**src/rtl/dense_ser_pkg.sv**
```systemverilog
// Shared types and constants for dense_cmd_serializer.
// DENSE_SER_CHECKSUM_EN adds the TRAILER state.
package dense_ser_pkg;

  typedef enum logic [2:0] {
    ST_IDLE,
    ST_HEADER,
    ST_FLAGS,
    ST_IDX,
    ST_W,
    ST_X,
    ST_LABEL
`ifdef DENSE_SER_CHECKSUM_EN
    ,
    ST_TRAILER
`endif
  } dense_ser_state_t;

  localparam int unsigned FLAG_IS_UPDATE     = 0;
  localparam int unsigned FLAG_LOAD_W        = 1;
  localparam int unsigned FLAG_BACKPROP_COST = 2;
  localparam int unsigned FLAG_IS_COST_LAYER = 3;

  localparam int unsigned IDX_WORDS = 4;

  // Header word is {cost_type, dense_type, act_type} packed from bit 0 upward.
  localparam int unsigned HDR_ACT_LSB = 0;

  function automatic int unsigned hdr_dense_lsb(input int unsigned act_w);
    return HDR_ACT_LSB + act_w;
  endfunction

  function automatic int unsigned hdr_cost_lsb(input int unsigned act_w,
                                               input int unsigned dense_w);
    return HDR_ACT_LSB + act_w + dense_w;
  endfunction

endpackage

```
**src/rtl/dense_cmd_serializer.sv**
```systemverilog
// Captures one dense command and streams it as data_size-bit words.
// Define DENSE_SER_CHECKSUM_EN to append an XOR trailer word.
module dense_cmd_serializer
  import dense_ser_pkg::*;
#(
  parameter int unsigned size            = 3,
  parameter int unsigned data_size       = 16,
  parameter int unsigned cost_type_size  = 8,
  parameter int unsigned dense_type_size = 4,
  parameter int unsigned act_type_size   = 4
) (
  input  logic                        clk,
  input  logic                        reset,
  input  logic [act_type_size-1:0]    act_type,
  input  logic [dense_type_size-1:0]  dense_type,
  input  logic [cost_type_size-1:0]   cost_type,
  input  logic [data_size*size-1:0]   w,
  input  logic [data_size*size-1:0]   x,
  input  logic [data_size*size-1:0]   label_in,
  input  logic [31:0]                 w_layer_index,
  input  logic [31:0]                 w_row_index,
  input  logic                        is_update,
  input  logic                        load_w,
  input  logic                        backprop_cost,
  input  logic                        is_cost_layer,
  input  logic                        in_valid,
  output logic                        in_ready,
  output logic [data_size-1:0]        out_data,
  output logic                        out_valid,
  input  logic                        out_ready,
  output logic                        out_last
);

  localparam int unsigned CNT_MAX   = (size > IDX_WORDS) ? size : IDX_WORDS;
  localparam int unsigned CNT_W     = $clog2(CNT_MAX);
  localparam int unsigned DENSE_LSB = hdr_dense_lsb(act_type_size);
  localparam int unsigned COST_LSB  = hdr_cost_lsb(act_type_size, dense_type_size);
  localparam logic [CNT_W-1:0] LAST_ELEM = CNT_W'(size - 1);
  localparam logic [CNT_W-1:0] LAST_IDX  = CNT_W'(IDX_WORDS - 1);

  typedef logic [data_size-1:0] word_t;

  dense_ser_state_t state_q, state_d;
  logic [CNT_W-1:0] cnt_q, cnt_d;

  logic [act_type_size-1:0]   act_q, act_d;
  logic [dense_type_size-1:0] dense_q, dense_d;
  logic [cost_type_size-1:0]  cost_q, cost_d;
  word_t w_q [size];
  word_t w_d [size];
  word_t x_q [size];
  word_t x_d [size];
  word_t lbl_q [size];
  word_t lbl_d [size];
  logic [31:0] layer_q, layer_d;
  logic [31:0] row_q, row_d;
  logic is_update_q, is_update_d;
  logic load_w_q, load_w_d;
  logic backprop_q, backprop_d;
  logic is_cost_q, is_cost_d;

  logic  in_ready_q, in_ready_d;
  word_t out_data_q, out_data_d;
  logic  out_valid_q, out_valid_d;
  logic  out_last_q, out_last_d;
  logic  accept;
  dense_ser_state_t end_state;

`ifdef DENSE_SER_CHECKSUM_EN
  word_t csum_q, csum_d;
  assign end_state = ST_TRAILER;
`else
  assign end_state = ST_IDLE;
`endif

  assign accept = out_valid_q && out_ready;

  always_comb begin
    state_d     = state_q;
    cnt_d       = cnt_q;
    act_d       = act_q;
    dense_d     = dense_q;
    cost_d      = cost_q;
    w_d         = w_q;
    x_d         = x_q;
    lbl_d       = lbl_q;
    layer_d     = layer_q;
    row_d       = row_q;
    is_update_d = is_update_q;
    load_w_d    = load_w_q;
    backprop_d  = backprop_q;
    is_cost_d   = is_cost_q;
`ifdef DENSE_SER_CHECKSUM_EN
    csum_d      = csum_q;
`endif

    if (state_q == ST_IDLE) begin
      if (in_valid && in_ready_q) begin
        act_d       = act_type;
        dense_d     = dense_type;
        cost_d      = cost_type;
        for (int unsigned i = 0; i < size; i++) begin
          w_d[i]   = w[i*data_size +: data_size];
          x_d[i]   = x[i*data_size +: data_size];
          lbl_d[i] = label_in[i*data_size +: data_size];
        end
        layer_d     = w_layer_index;
        row_d       = w_row_index;
        is_update_d = is_update;
        load_w_d    = load_w;
        backprop_d  = backprop_cost;
        is_cost_d   = is_cost_layer;
        cnt_d       = '0;
        state_d     = ST_HEADER;
`ifdef DENSE_SER_CHECKSUM_EN
        csum_d      = '0;
`endif
      end
    end else if (accept) begin
`ifdef DENSE_SER_CHECKSUM_EN
      csum_d = csum_q ^ out_data_q;
`endif
      case (state_q)
        ST_HEADER: state_d = ST_FLAGS;
        ST_FLAGS: begin
          state_d = ST_IDX;
          cnt_d   = '0;
        end
        ST_IDX: begin
          if (cnt_q == LAST_IDX) begin
            cnt_d   = '0;
            state_d = load_w_q ? ST_W : ST_X;
          end else begin
            cnt_d = cnt_q + 1'b1;
          end
        end
        ST_W: begin
          if (cnt_q == LAST_ELEM) begin
            cnt_d   = '0;
            state_d = ST_X;
          end else begin
            cnt_d = cnt_q + 1'b1;
          end
        end
        ST_X: begin
          if (cnt_q == LAST_ELEM) begin
            cnt_d   = '0;
            state_d = is_cost_q ? ST_LABEL : end_state;
          end else begin
            cnt_d = cnt_q + 1'b1;
          end
        end
        ST_LABEL: begin
          if (cnt_q == LAST_ELEM) begin
            cnt_d   = '0;
            state_d = end_state;
          end else begin
            cnt_d = cnt_q + 1'b1;
          end
        end
        default: begin
          cnt_d   = '0;
          state_d = ST_IDLE;
        end
      endcase
    end
  end

  // Outputs are built from the next state so they register alongside it.
  always_comb begin
    out_data_d  = '0;
    out_last_d  = 1'b0;
    out_valid_d = (state_d != ST_IDLE);
    in_ready_d  = (state_d == ST_IDLE);
    case (state_d)
      ST_HEADER: begin
        out_data_d[HDR_ACT_LSB +: act_type_size]  = act_d;
        out_data_d[DENSE_LSB +: dense_type_size]  = dense_d;
        out_data_d[COST_LSB +: cost_type_size]    = cost_d;
      end
      ST_FLAGS: begin
        out_data_d[FLAG_IS_UPDATE]     = is_update_d;
        out_data_d[FLAG_LOAD_W]        = load_w_d;
        out_data_d[FLAG_BACKPROP_COST] = backprop_d;
        out_data_d[FLAG_IS_COST_LAYER] = is_cost_d;
      end
      ST_IDX: begin
        case (cnt_d)
          CNT_W'(0): out_data_d[15:0] = layer_d[15:0];
          CNT_W'(1): out_data_d[15:0] = layer_d[31:16];
          CNT_W'(2): out_data_d[15:0] = row_d[15:0];
          default:   out_data_d[15:0] = row_d[31:16];
        endcase
      end
      ST_W: out_data_d = w_d[cnt_d];
      ST_X: begin
        out_data_d = x_d[cnt_d];
`ifndef DENSE_SER_CHECKSUM_EN
        out_last_d = (cnt_d == LAST_ELEM) && !is_cost_d;
`endif
      end
      ST_LABEL: begin
        out_data_d = lbl_d[cnt_d];
`ifndef DENSE_SER_CHECKSUM_EN
        out_last_d = (cnt_d == LAST_ELEM);
`endif
      end
`ifdef DENSE_SER_CHECKSUM_EN
      ST_TRAILER: begin
        out_data_d = csum_d;
        out_last_d = 1'b1;
      end
`endif
      default: ;
    endcase
  end

  always_ff @(posedge clk) begin
    if (reset) begin
      state_q     <= ST_IDLE;
      cnt_q       <= '0;
      act_q       <= '0;
      dense_q     <= '0;
      cost_q      <= '0;
      w_q         <= '{default: '0};
      x_q         <= '{default: '0};
      lbl_q       <= '{default: '0};
      layer_q     <= '0;
      row_q       <= '0;
      is_update_q <= 1'b0;
      load_w_q    <= 1'b0;
      backprop_q  <= 1'b0;
      is_cost_q   <= 1'b0;
      in_ready_q  <= 1'b0;
      out_data_q  <= '0;
      out_valid_q <= 1'b0;
      out_last_q  <= 1'b0;
`ifdef DENSE_SER_CHECKSUM_EN
      csum_q      <= '0;
`endif
    end else begin
      state_q     <= state_d;
      cnt_q       <= cnt_d;
      act_q       <= act_d;
      dense_q     <= dense_d;
      cost_q      <= cost_d;
      w_q         <= w_d;
      x_q         <= x_d;
      lbl_q       <= lbl_d;
      layer_q     <= layer_d;
      row_q       <= row_d;
      is_update_q <= is_update_d;
      load_w_q    <= load_w_d;
      backprop_q  <= backprop_d;
      is_cost_q   <= is_cost_d;
      in_ready_q  <= in_ready_d;
      out_data_q  <= out_data_d;
      out_valid_q <= out_valid_d;
      out_last_q  <= out_last_d;
`ifdef DENSE_SER_CHECKSUM_EN
      csum_q      <= csum_d;
`endif
    end
  end

  assign in_ready  = in_ready_q;
  assign out_data  = out_data_q;
  assign out_valid = out_valid_q;
  assign out_last  = out_last_q;

endmodule

```
**config.mk**
```make
export PLATFORM = sky130hd
export DESIGN_NAME = dense_cmd_serializer
export DESIGN_NICKNAME = d
export VERILOG_FILES = /design/src/rtl/dense_ser_pkg.sv /design/src/rtl/dense_cmd_serializer.sv
export SDC_FILE = /design/constraint.sdc
export NUM_CORES = 1
export LEC_CHECK = 0
export ABC_AREA = 1
export CORE_AREA = 2 2 223 203
export CTS_CLUSTER_SIZE = 10
export DETAILED_ROUTE_END_ITERATION = 10
export DIE_AREA = 0 0 225 205
export PLACE_DENSITY = 0.54
export SLEW_MARGIN = 20
export SYNTH_ARGS = -nofsm -noshare
export SYNTH_HDL_FRONTEND = slang
export SYNTH_SLANG_ARGS = --single-unit
```
**constraint.sdc**
```tcl
create_clock -name clk -period 2.15 [get_ports clk]
set_input_delay 0.3225 -clock clk [delete_from_list [all_inputs] [get_ports clk]]
set_output_delay 0.3225 -clock clk [all_outputs]
set_load 0.005 [all_outputs]
```
==> run metrics <==
Hold WC Path Type input port to flop; final net count 2498; RSZ-0062 raised after global routing true; antenna violations before repair 3; dpl cells 2723; crit path cell chain nor2_4 > buf_6 > nand4_4 > buf_12 > buf_16 > buf_6 > or2_4 > o21a_1 > nand3_1 > nand3_1 > nand2_1 > nand3_2 > nor2_2 > nor2_1; Worst slew margin 0.487; Critical Path RT 2.58 ns; Routed WL per cell 17.8 µm; Max rail drop VDD 0.616 mV; area delta synth->final 58.6%; GPL Wtd Cong 0.860; Hold Buf Count CTS 0; vias post-DR 13350; CP arrival 2.71 ns; TritonCTS clock tree built; startpoint class of the critical path flop; Num Clock Sinks 252; DRC Markers 0; Final HPWL DP 36.4 mm; GRT Overall Usage 0.212; Worst-path clk slew 0.06 ns; TNS Setup -1.48 ns; Yosys warning count 0; drt pass-1 iters 5; pwr dens 879 nW/µm²; Tcrit/Tclk final 1.06; Commonest cells post-synth 328 x nand2_1, 252 x dfxtp_1, 231 x nor2_1, 223 x nand3_1, 166 x inv_1; Period minus WS final 2.29 ns; share of layout cells above drive strength 1 0.293; sequential element share of the synthesized area 0.402; Worst-Skew Late Latency 0.57 ns; total power 17500 µW; Slew @ Worst Pin 0.770 ns; WP buf/inv 4; Mapped Area 12600 µm²; Cells after Synth 1793; largest delay contributor family on the critical path simple AND/OR/NAND/NOR gates; Initial Util 0.287; most frequent cell after synthesis nand2_1; Top Ports 251; ys async rst share 0; clk_skew 0.0149 ns; top_reg_cell synth dfxtp_1; final worst slack -0.136 ns; Die Wd 225 µm; status finished with violations; Final setup viols 15; Hold Fails Final Rpt 0; Post-synth EDFFs 0; post-route ant nets 0; via density per instance 4.70; post-layout util 0.455; Setup crit end kind flop; CTS Buffer Depth 3; 1st-iter DRT viols 937; total CTS buffers 31; Post-Syn Nets 2029; # port buffers 250; Mean Syn Cell Area 7.00 µm²; total gr overflow 0; Non-Filler Instances 2839; violated checks negative setup slack; Die Ht 205 µm; H-tree depth 1; routed wire length 50.6 mm; # rows 73; first-pass GRT wire length 74.3 mm; Setup Crit Path Kind flop to flop; Placed Area 17400 µm²; die area 46100 µm²; Crit Path Max Fanout 8; max-slew violations 0; Synth cell types 32; Leakage 0.00871 µW; largest net degree at the start of global routing 93; clock root buffer clkbuf_16; Placeable Area 43800 µm²; fin area 19900 µm²; Synth area leaders dfxtp_1 40%, nand2_1 9.8%, nand3_1 8.9%; vias in the first global route 12790; register bit total from synthesis 252; slowest CP cell dfxtp_4; fmax 437 MHz; dominant cell type by area after synthesis dfxtp_1; slowest stage delay, CP 0.35 ns; top cell type's share of synthesized area 0.402; max-cap viol count 0
-- power by group --
part,leakage [µW],switching [µW],internal [µW]
Combinational,0.00622,3730,3610
Sequential,0.00206,183,5240
Clock,0.000437,2000,2750
-- registers in the layout, summed over array words and instances, names as in the netlist --
signal,count
w_q,48
layer_q,32
cost_q,8
out_valid,1
is_cost_q,1
dense_q,4
row_q,32
backprop_q,1
load_w_q,1
in_ready,1
cnt_q,2
lbl_q,48
out_last,1
act_q,4
is_update_q,1
out_data,16
x_q,48
state_q,3
-- metrics by stage --
stage	hold WS [ns]	setup slack, ns
after floorplan	0.447	0.117
after global placement	0.457	-0.643
after detailed placement	0.464	-0.649
after CTS	0.347	-0.131
after global routing	0.363	-0.256
final	0.352	-0.136
-- cell usage in the layout, fill, tap and decap left out, drive strengths merged, types with 2 or more instances in the layout --
cell type | synthesis | final
or2 | 162 | 162
diode | 0 | 3
clkinv | 8 | 11
nor2 | 242 | 242
a21oi | 73 | 73
inv | 175 | 175
clkbuf | 53 | 48
nand4 | 6 | 6
clkdlybuf4s50 | 0 | 249
buf | 63 | 296
mux2i | 13 | 13
o21ai | 36 | 36
nand2 | 335 | 335
o21bai | 2 | 2
nand3 | 224 | 224
o21a | 141 | 141
ha | 4 | 4
dfxtp | 252 | 252
-- timing repair --
| item | in CTS | in global routing |
|---|---|---|
| gates resized for setup | 119 | 94 |
| endpoints found under the setup margin | 17 | 17 |
| pin swaps | 52 | 37 |
| setup buffers | 43 | 14 |
| gates cloned | 9 | 5 |
-- cell type report --
class / count / area (µm²)
fillers: 4312 / 23800
multi-input cells: 1242 / 6900
inverters: 183 / 694
diodes: 3 / 7.51
clock inverters: 3 / 18.8
repair buffers: 552 / 5660
flip-flops and latches: 252 / 5060
clock buffers: 42 / 867
well taps: 562 / 703
-- worst paths after layout --
path | slack, ns | cells past startpoint | startpoint | end
setup / recovery | -0.14 | 14 | state_q[1]$_SDFF_PP0_ | out_data[9]$_SDFF_PP0_
hold / removal | 0.35 | 2 | reset | w_q[3]$_SDFF_PP0_
setup reg to reg | -0.14 | 14 | state_q[1]$_SDFF_PP0_ | out_data[9]$_SDFF_PP0_
hold reg to reg | 0.48 | 2 | row_q[3]$_SDFF_PP0_ | row_q[3]$_SDFF_PP0_
-- cell families (layout without fill, tap and decap cells) --
group / Yosys count / count (layout) / synth area share
compound gates: 254 / 254 / 0.133
simple gates: 971 / 971 / 0.354
mux: 13 / 13 / 0.0104
buf+inv: 299 / 780 / 0.0971
flops: 252 / 252 / 0.402
fa+ha+maj: 4 / 4 / 0.00399
other cells: 0 / 3 / 0
-- layer usage --
layer,global-route usage,routed length [µm],vias up
met3,0.0340,3170,98
li1,-,-,6623
met1,0.293,23200,6194
met5,0,0,-
met2,0.334,22500,435
met4,0.0717,1740,0
(Power assumes the default switching activity.)
